--- src/rtl/ct_l2c_prf_pkg.sv ---
// Shared definitions for the L2C prefetch request path.
// Contents: request field widths, default queue depth, and prot bit positions.
package ct_l2c_prf_pkg;

  localparam int ADDR_W    = 34;
  localparam int PROT_W    = 3;
  localparam int DEPTH_DEF = 4;

  // prot bit positions
  localparam int PROT_PRIV_BIT  = 0;  // 1 = privileged access
  localparam int PROT_SEC_BIT   = 1;  // 1 = secure access
  localparam int PROT_INSTR_BIT = 2;  // 1 = instruction, 0 = data

  function automatic logic [PROT_W-1:0] make_prot(input logic priv,
                                                  input logic sec,
                                                  input logic instr);
    logic [PROT_W-1:0] p;
    p = '0;
    p[PROT_PRIV_BIT]  = priv;
    p[PROT_SEC_BIT]   = sec;
    p[PROT_INSTR_BIT] = instr;
    return p;
  endfunction

endpackage

--- src/rtl/ct_l2c_prf_dedupe.sv ---
// Duplicate-address detector for the prefetch request queue.
// Ports:
//   ent_vld   - valid bit per queue entry
//   ent_addr  - address per queue entry
//   last_vld  - last-issued history is valid
//   last_addr - address of the most recently issued request
//   req_addr  - incoming request address
//   dup_hit   - incoming address matches a valid entry or the last-issued address
module ct_l2c_prf_dedupe #(
  parameter int DEPTH  = 4,
  parameter int ADDR_W = 34
) (
  input  logic [DEPTH-1:0]             ent_vld,
  input  logic [DEPTH-1:0][ADDR_W-1:0] ent_addr,
  input  logic                         last_vld,
  input  logic [ADDR_W-1:0]            last_addr,
  input  logic [ADDR_W-1:0]            req_addr,
  output logic                         dup_hit
);

  always_comb begin
    dup_hit = last_vld && (last_addr == req_addr);
    for (int i = 0; i < DEPTH; i++) begin
      if (ent_vld[i] && (ent_addr[i] == req_addr)) dup_hit = 1'b1;
    end
  end

endmodule

--- src/rtl/ct_l2c_prf_req_queue.sv ---
// In-order prefetch request queue between the L2C prefetch generator and
// the CIU prefetch port, with duplicate dropping and flush.
// Ports:
//   l2c_pref_clk, cpurst_b            - clock, async active-low reset
//   pref_q_vld/addr/prot, q_pref_ready - generator push handshake
//   q_ciu_prf_vld/addr/prot, ciu_q_prf_ready - CIU issue handshake
//   ciu_l2c_prf_flush                  - drop all entries and dedupe history
//   q_cnt                              - number of valid entries
//   q_idle                             - empty and no last-issued history
module ct_l2c_prf_req_queue
  import ct_l2c_prf_pkg::*;
#(
  parameter int DEPTH   = DEPTH_DEF,
  parameter int ADDR_W_P = ADDR_W,
  parameter int PROT_W_P = PROT_W
) (
  input  logic                     l2c_pref_clk,
  input  logic                     cpurst_b,
  input  logic                     pref_q_vld,
  input  logic [ADDR_W_P-1:0]      pref_q_addr,
  input  logic [PROT_W_P-1:0]      pref_q_prot,
  output logic                     q_pref_ready,
  output logic                     q_ciu_prf_vld,
  output logic [ADDR_W_P-1:0]      q_ciu_prf_addr,
  output logic [PROT_W_P-1:0]      q_ciu_prf_prot,
  input  logic                     ciu_q_prf_ready,
  input  logic                     ciu_l2c_prf_flush,
  output logic [$clog2(DEPTH):0]   q_cnt,
  output logic                     q_idle
);

  localparam int PW = $clog2(DEPTH);
  localparam logic [PW:0] CNT_MAX = (PW+1)'(DEPTH);

  logic [PW:0]                          wr_ptr, rd_ptr;
  logic [DEPTH-1:0]                     ent_vld;
  logic [DEPTH-1:0][ADDR_W_P-1:0]       ent_addr;
  logic [DEPTH-1:0][PROT_W_P-1:0]       ent_prot;
  logic [ADDR_W_P-1:0]                  last_addr;
  logic                                 last_vld;
  logic                                 full, empty, dup_hit;
  logic                                 push_acc, push_wr, pop, pop_eff;
  logic [PW-1:0]                        wr_idx, rd_idx;

  assign wr_idx = wr_ptr[PW-1:0];
  assign rd_idx = rd_ptr[PW-1:0];
  assign full   = (wr_ptr[PW] != rd_ptr[PW]) && (wr_idx == rd_idx);
  assign empty  = (wr_ptr == rd_ptr);

  assign q_pref_ready   = !full;
  assign q_ciu_prf_vld  = !empty;
  assign q_ciu_prf_addr = ent_addr[rd_idx];
  assign q_ciu_prf_prot = ent_prot[rd_idx];
  assign q_idle         = empty && !last_vld;

  // Dedupe sees pre-pop state, so the entry leaving this cycle still matches.
  ct_l2c_prf_dedupe #(.DEPTH(DEPTH), .ADDR_W(ADDR_W_P)) u_dedupe (
    .ent_vld   (ent_vld),
    .ent_addr  (ent_addr),
    .last_vld  (last_vld),
    .last_addr (last_addr),
    .req_addr  (pref_q_addr),
    .dup_hit   (dup_hit)
  );

  // Flush swallows any handshake completing in the same cycle.
  assign push_acc = pref_q_vld && q_pref_ready;
  assign push_wr  = push_acc && !dup_hit && !ciu_l2c_prf_flush;
  assign pop      = q_ciu_prf_vld && ciu_q_prf_ready;
  assign pop_eff  = pop && !ciu_l2c_prf_flush;

  // Push and pop never target the same slot: pop needs non-empty, push needs non-full.
  always_ff @(posedge l2c_pref_clk or negedge cpurst_b) begin
    if (!cpurst_b) begin
      ent_vld  <= '0;
      ent_addr <= '0;
      ent_prot <= '0;
    end else if (ciu_l2c_prf_flush) begin
      ent_vld <= '0;
    end else begin
      if (push_wr) begin
        ent_vld[wr_idx]  <= 1'b1;
        ent_addr[wr_idx] <= pref_q_addr;
        ent_prot[wr_idx] <= pref_q_prot;
      end
      if (pop_eff) ent_vld[rd_idx] <= 1'b0;
    end
  end

  always_ff @(posedge l2c_pref_clk or negedge cpurst_b) begin
    if (!cpurst_b) begin
      wr_ptr <= '0;
      rd_ptr <= '0;
      q_cnt  <= '0;
    end else if (ciu_l2c_prf_flush) begin
      wr_ptr <= '0;
      rd_ptr <= '0;
      q_cnt  <= '0;
    end else begin
      if (push_wr) wr_ptr <= wr_ptr + 1'b1;
      if (pop_eff) rd_ptr <= rd_ptr + 1'b1;
      case ({push_wr, pop_eff})
        2'b10:   q_cnt <= q_cnt + 1'b1;
        2'b01:   q_cnt <= q_cnt - 1'b1;
        default: q_cnt <= q_cnt;
      endcase
    end
  end

  // History survives drains; only flush or reset forgets it.
  always_ff @(posedge l2c_pref_clk or negedge cpurst_b) begin
    if (!cpurst_b) begin
      last_vld  <= 1'b0;
      last_addr <= '0;
    end else if (ciu_l2c_prf_flush) begin
      last_vld <= 1'b0;
    end else if (pop_eff) begin
      last_vld  <= 1'b1;
      last_addr <= q_ciu_prf_addr;
    end
  end

  a_cnt_range: assert property (@(posedge l2c_pref_clk) disable iff (!cpurst_b)
    (q_cnt <= CNT_MAX) && !(pop_eff && (q_cnt == '0)));

endmodule

--- config.mk ---
export PLATFORM = sky130hd
export DESIGN_NAME = ct_l2c_prf_req_queue
export DESIGN_NICKNAME = d
export VERILOG_FILES = /design/src/rtl/ct_l2c_prf_pkg.sv /design/src/rtl/ct_l2c_prf_dedupe.sv /design/src/rtl/ct_l2c_prf_req_queue.sv
export SDC_FILE = /design/constraint.sdc
export NUM_CORES = 1
export LEC_CHECK = 0
export CAP_MARGIN = 10
export CORE_ASPECT_RATIO = 2
export CORE_MARGIN = 10
export CORE_UTILIZATION = 30
export CTS_BUF_LIST = sky130_fd_sc_hd__clkbuf_2
export DETAILED_ROUTE_END_ITERATION = 8
export PLACE_DENSITY = 0.47
export SLEW_MARGIN = 25
export SYNTH_ARGS = -nofsm -noshare
export SYNTH_HDL_FRONTEND = slang
export SYNTH_SLANG_ARGS = --single-unit
--- constraint.sdc ---
create_clock -name l2c_pref_clk -period 3.05 [get_ports l2c_pref_clk]
set_clock_uncertainty 0.15 [all_clocks]
set_input_delay 0.61 -clock l2c_pref_clk [delete_from_list [all_inputs] [get_ports l2c_pref_clk]]
set_output_delay 0.61 -clock l2c_pref_clk [all_outputs]
set_load 0.005 [all_outputs]
# Yosys cells after proc, flatten, opt, wreduce, memory -nomap -nowiden
# Index checks and enable logic that the tools add are counted.
# totals
register_bits,196
output_inout_bits,43
input_bits,42
# op_classes
addsub,4
mux,30
n_bitwise,4
n_lt_le_gt_ge,4
n_eq_ne,10
reduce_logical,24
# ops
op,n
$eq 34x34->1,5
$bwmux 136,1
$bmux 34 s2,1
$demux 34 s2,1
$mux 34,2
$mux 3,7
$mux 4,4
$logic_and 1x1->1,14
$bwmux 12,1
$add 3x1->3 const B,3
$mux 1,8
$bmux 3 s2,1
$demux 3 s2,1
$lt 2x3->1 const B,2
$pmux 3 s2,1
$logic_not 1->1,5
$and 4x4->4,1
$demux 1 s2,2
$ge 2x1->1 const B,2
$not 4->4,1
$or 4x4->4,1
$reduce_and 2->1,2
$reduce_bool 2->1,2
$eq 3x3->1,1
other kinds (7),7

# Depth between registers and ports, before layout
# logic_depth
word_depth,14
mapped_depth,14
depth_no_buf,12

# Hierarchy
# A second synthesis with hierarchy kept.
# unflattened
cells_unflattened,791
hier_area_um2,10741.6
# modules_own_cells
mod,seq_area_each_um2,cells_each,n_inst,area_each_um2
ct_l2c_prf_req_queue,4904.7,526,1,8654.6
ct_l2c_prf_dedupe,0.0,265,1,2087.0

# Worst setup path after synthesis
# No wires, ideal clock.
# synth_path
path_kind,input -> register
from,in pref_q_addr[13]
to,reg q_cnt[2]
required_time_ns,2.767
t_arrival_ns,3.338
setup_slack_ns,-0.571
n_path_buf,2
cell_stages,14
path_cell_list,buf_2 > xor2_1 > nor4_1 > nand4_1 > o311ai_4 > clkbuf_1 > inv_1 > a21boi_0 > fa_1 > nor2_1 > and3_1 > o21ai_0 > o211a_1 > nand4_1
# synth_via
elab_chain_len,12
word_cells_on_any_way,22
classes_between,eq/ne: 7; mux: 6; reduce/logical: 9
# synth_lines
item,line,rtl
start: declaration,ct_l2c_prf_req_queue.sv:20,"input logic [ADDR_W_P-1:0] pref_q_addr,"
$eq 34x34->1 (on tied branches),"ct_l2c_prf_dedupe.sv:22, ct_l2c_prf_dedupe.sv:24",
$logic_and 1x1->1 (on tied branches),"ct_l2c_prf_dedupe.sv:22, ct_l2c_prf_dedupe.sv:24",
$mux 1 (3 in a row),ct_l2c_prf_dedupe.sv:24,if (ent_vld[i] && (ent_addr[i] == req_addr)) dup_hit = 1'b1;
$mux 1 *,ct_l2c_prf_dedupe.sv:24,
$logic_not 1->1 *,ct_l2c_prf_req_queue.sv:68,assign push_wr = push_acc && !dup_hit && !ciu_l2c_prf_flush;
$logic_and 1x1->1 * (2 in a row),ct_l2c_prf_req_queue.sv:68,
$eq 2x1->1 / $eq 2x2->1 (equally long branches),ct_l2c_prf_req_queue.sv:102,"case ({push_wr, pop_eff})"
$pmux 3 s2,ct_l2c_prf_req_queue.sv:102,
$mux 3,ct_l2c_prf_req_queue.sv:95,end else if (ciu_l2c_prf_flush) begin
end signal: assignment,ct_l2c_prf_req_queue.sv:103,2'b10: q_cnt <= q_cnt + 1'b1;
end signal: assignment,ct_l2c_prf_req_queue.sv:104,2'b01: q_cnt <= q_cnt - 1'b1;
end signal: assignment,ct_l2c_prf_req_queue.sv:105,default: q_cnt <= q_cnt;
end: declaration,ct_l2c_prf_req_queue.sv:28,"output logic [$clog2(DEPTH):0] q_cnt,"
# Mark *: on every way between the ends. The rest lies on a longest branch, timed or not.
# A chain may end at the register's enable or synchronous reset.

# Worst setup path in the final report
# layout_path
from,reg rd_ptr[0]
to,out q_ciu_prf_prot[2]
# layout_via
elab_chain_len,2
# layout_lines
item,line,rtl
start: declaration,ct_l2c_prf_req_queue.sv:35,"logic [PW:0] wr_ptr, rd_ptr;"
start signal: assignment,ct_l2c_prf_req_queue.sv:101,if (pop_eff) rd_ptr <= rd_ptr + 1'b1;
$bmux 3 s2,ct_l2c_prf_req_queue.sv:53,assign q_ciu_prf_prot = ent_prot[rd_idx];
$mux 3 (implied by the code),ct_l2c_prf_req_queue.sv:53,
end: declaration,ct_l2c_prf_req_queue.sv:25,"output logic [PROT_W_P-1:0] q_ciu_prf_prot,"
# Every way passes these cells. The select of a mux whose other input is x is not followed.

==> results by group <==
Global route
  • Largest net degree at the start of global routing: 68
  • Total GRT Usage: 17.5%
  • Vias in the first global route: 8397
  • GRT overflow: 0
  • First-pass GRT wire length: 58000 um
  • Initial antenna violation count: 1

Synthesis
  • Largest area contributor in the netlist: dfrtp_1
  • Number of synthesized flops with an enable pin: 0
  • Synth cell count leaders: dfrtp_1, xor2_1, mux2_2, mux2_4, mux4_2
  • Mapped Cells: 808
  • Syn Nets: 859
  • Yosys top cell area share: 44.3%
  • Yosys Warn Count: 0
  • Most common cell in the synthesized netlist: dfrtp_1
  • Mapped Area: 11100 um^2
  • Syn_area_per_cell: 13.7 um^2
  • Predominant post-synthesis flop cell: dfrtp_1
  • Ranking of synthesized cells by area: dfrtp_1, mux2_2, xor2_1, mux2_4, mux4_2
  • Synth cell types: 38
  • Synth async-reset ratio: 100%
  • Yosys reg bits: 196
  • Register area share after synthesis: 44.3%

Timing
  • Final setup fails: 150
  • Min cycle time layout: 3.32 ns
  • Relative slew slack: 56.2%
  • Worst Max-Slew Pin Slew: 0.657 ns
  • Max Slew Vio Count: 0
  • Setup ws final: -0.266 ns
  • F_max: 0.302 GHz
  • Final hold vios: 0
  • Period utilization: 109%
  • Total Neg Setup Slack: -12.46 ns
  • RSZ-0062 raised after global routing: yes

Clock network
  • Clock Tree Root: clkbuf_2
  • Clock Latency Late Sink: 0.92 ns
  • CTS tree: yes
  • Total clock sinks: 196
  • CTS Buffer Depth: 2
  • H-tree Lvls: 4
  • Total CTS buffers: 17
  • CTS clk-pin slew, worst paths: 0.31 ns

Critical path
  • Critical R2R Launch: ent_addr[40]
  • Worst path cell trace: buf_12 -> buf_12 -> buf_16 -> buf_12 -> mux4_2 -> buf_6
  • Worst Setup End Kind: primary output
  • Setup CP Type: register to primary output
  • R2r setup slk: -0.18 ns
  • Arrival time at the worst endpoint: 2.56 ns
  • Buf/Inv on CP: 5
  • Startpoint types: register
  • FF-to-FF End: q_cnt[2]
  • CP dominant cell by count: buf_12
  • WP data required: 2.29 ns
  • Top delay family on crit path: buffers and inverters
  • Slowest stage cell, crit path: dfrtp_2
  • Critical Path Fanout Max: 7
  • FF-to-FF path depth: 13
  • CP peak stage delay: 0.51 ns

Finish
  • Layout cell share with drive strength beyond 1: 51.3%
  • Final core utilization: 40.3%
  • Layout fillers: 3478
  • Area grow syn2layout: 32.9%
  • # nets final: 1139
  • Finished Layout Cells: 1556
  • Final Instance Area: 14700 um^2

Detailed routing
  • Via density: 4.88
  • Final WL: 39100 um
  • Drt drc: 0
  • Per-cell routed wire length: 25.1 um
  • Vias: 7599
  • Iter 0 DRT Violations: 297
  • Post-route ant nets: 0
  • Detailed-router iteration count before antenna repair: 4

Worst hold path
  • Worst Hold Class: input pin to async pin

Power
  • Switch share: 36.5%
  • Combinational share of power: 45.5%
  • Sequential power share: 41.3%
  • VDD IR max: 249 uV
  • Design Power: 9.48 mW
  • PD cells: 644 nW/um^2
  • Clk pwr share: 13.1%
  • P_int: 6.02 mW
  • Leak Pwr: 6.51 nW
  • Net Switching: 3.46 mW

Placement
  • PortBufs: 84
  • Post-DP Area: 13700 um^2
  • DP HPWL: 28100 um
  • Global placement routability congestion: 0.825
  • Placed instance count: 1475

Flow run
  • MaxCap Viol Count: 0

Floorplanning
  • DIE AREA: 45500 um^2
  • Horiz. Die Dim: 156 um
  • Die span in y: 292 um
  • Row count: 99
  • Initial core utilization: 30.3%
  • I/O pin count: 85
  • Core area: 36500 um^2

Outcome
  • Failing checks: setup timing
  • Status: finished with violations
cells in the final DEF (no fill, tap or decap), types with 6 or more instances in the layout:
cell type,Yosys,routed
mux2_4,57,59
nor2_1,13,11
mux4_2,37,37
nand3_1,9,8
buf_4,8,189
xor2_1,143,137
nand2_1,7,7
nor3_1,8,7
mux2_2,126,124
ha_1,8,8
nor4_1,32,26
dfrtp_1,196,194
buf_16,0,7
xnor2_1,32,31
buf_2,14,13
inv_1,10,9
nand4_1,17,17
a21oi_1,7,7
buf_6,29,40
nor4_2,0,6
buf_12,0,29
clkbuf_2,0,19
clkdlybuf4s50_1,0,43
power groups by stage:
stage          combinational (mW)  clock [mW]  sequential (mW)
2_1_floorplan                2.04           0             3.82
3_3_place_gp                 3.97           0             3.95
3_5_place_dp                 3.98           0             3.96
4_1_cts                      4.36        1.30             3.92
5_1_grt                      4.58        1.40             4.02
6_report                     4.32        1.25             3.92
timing repair:
action	4_1_cts	5_1_grt
pin swaps	10	10
gates resized for setup	204	28
gates cloned	10	1
setup endpoints to repair	164	189
buffers inserted	32	10
hold endpoints to repair	153	0
hold buffers	1	0
per-layer routing:
layer | track usage (%) | vias up | part of all wire [%]
met2 | 32.2 | 144 | 56
li1 | - | 3420 | -
met1 | 18.8 | 3983 | 36
met5 | 0 | - | 0
met3 | 2.59 | 52 | 2.8
met4 | 9.11 | 0 | 5.1
logic make-up after synthesis:
kind of cell               Yosys count  share of synthesized area [%]
xor gates and xnor gates           175                           13.8
DFF                                196                           44.3
muxes                              221                           28.1
and+or+nand+nor                    108                           6.35
buffers and inverters               78                           5.04
adders and majority gates            9                           1.08
AOI/OAI and AO/OA                   21                           1.30
through the flow:
step                hold WS, ns  worst slack [ns]
global route             0.0328            -0.369
global placement          0.332             -1.19
detailed placement        0.331             -1.25
CTS                      0.0249            -0.346
floorplan                 0.164            -0.279
finish                   0.0862            -0.266
worst reg2reg max path: stages (launching register included):
cell and delay (ns):
dfrtp_1 0.47, xor2_1 0.15, nor4_2 0.39, buf_4 0.17, nand4_1 0.11, or4_4 0.56, and4_4 0.21, a21boi_2 0.16
fa_2 0.22, nor2_1 0.05, and3_1 0.15, o21ai_1 0.12, o211a_1 0.15, nand4_1 0.09
registers in the layout, indices dropped and copies added (netlist names):
signal,count
rd_ptr,3
last_addr,34
last_vld,1
ent_prot,12
ent_vld,4
wr_ptr,3
q_cnt,3
ent_addr,136
cell type report:
class	count	area (um^2)	area share, %
multi-input combinational	534	5760	39.1
clock buffer	18	90.1	0.612
inverter	10	40.0	0.272
clock inverter	14	103	0.697
tap	454	568	3.86
sequential	196	4910	33.3
antenna	1	2.50	0.0170
timing repair buffer	329	3250	22.1
worst max path at each step:
stage	from	end	slack (ns)	cells past startpoint
floorplan	pref_q_addr[6]	q_cnt[2]	-0.28	14
global placement	pref_q_addr[3]	q_cnt[1]	-1.19	13
detailed placement	pref_q_addr[3]	q_cnt[2]	-1.25	14
CTS	rd_ptr[0]	q_ciu_prf_addr[24]	-0.35	6
global route	rd_ptr[0]	q_ciu_prf_addr[24]	-0.37	6
finish	rd_ptr[0]	q_ciu_prf_prot[2]	-0.27	6
No activity file was read; power rests on OpenSTA's default activity.
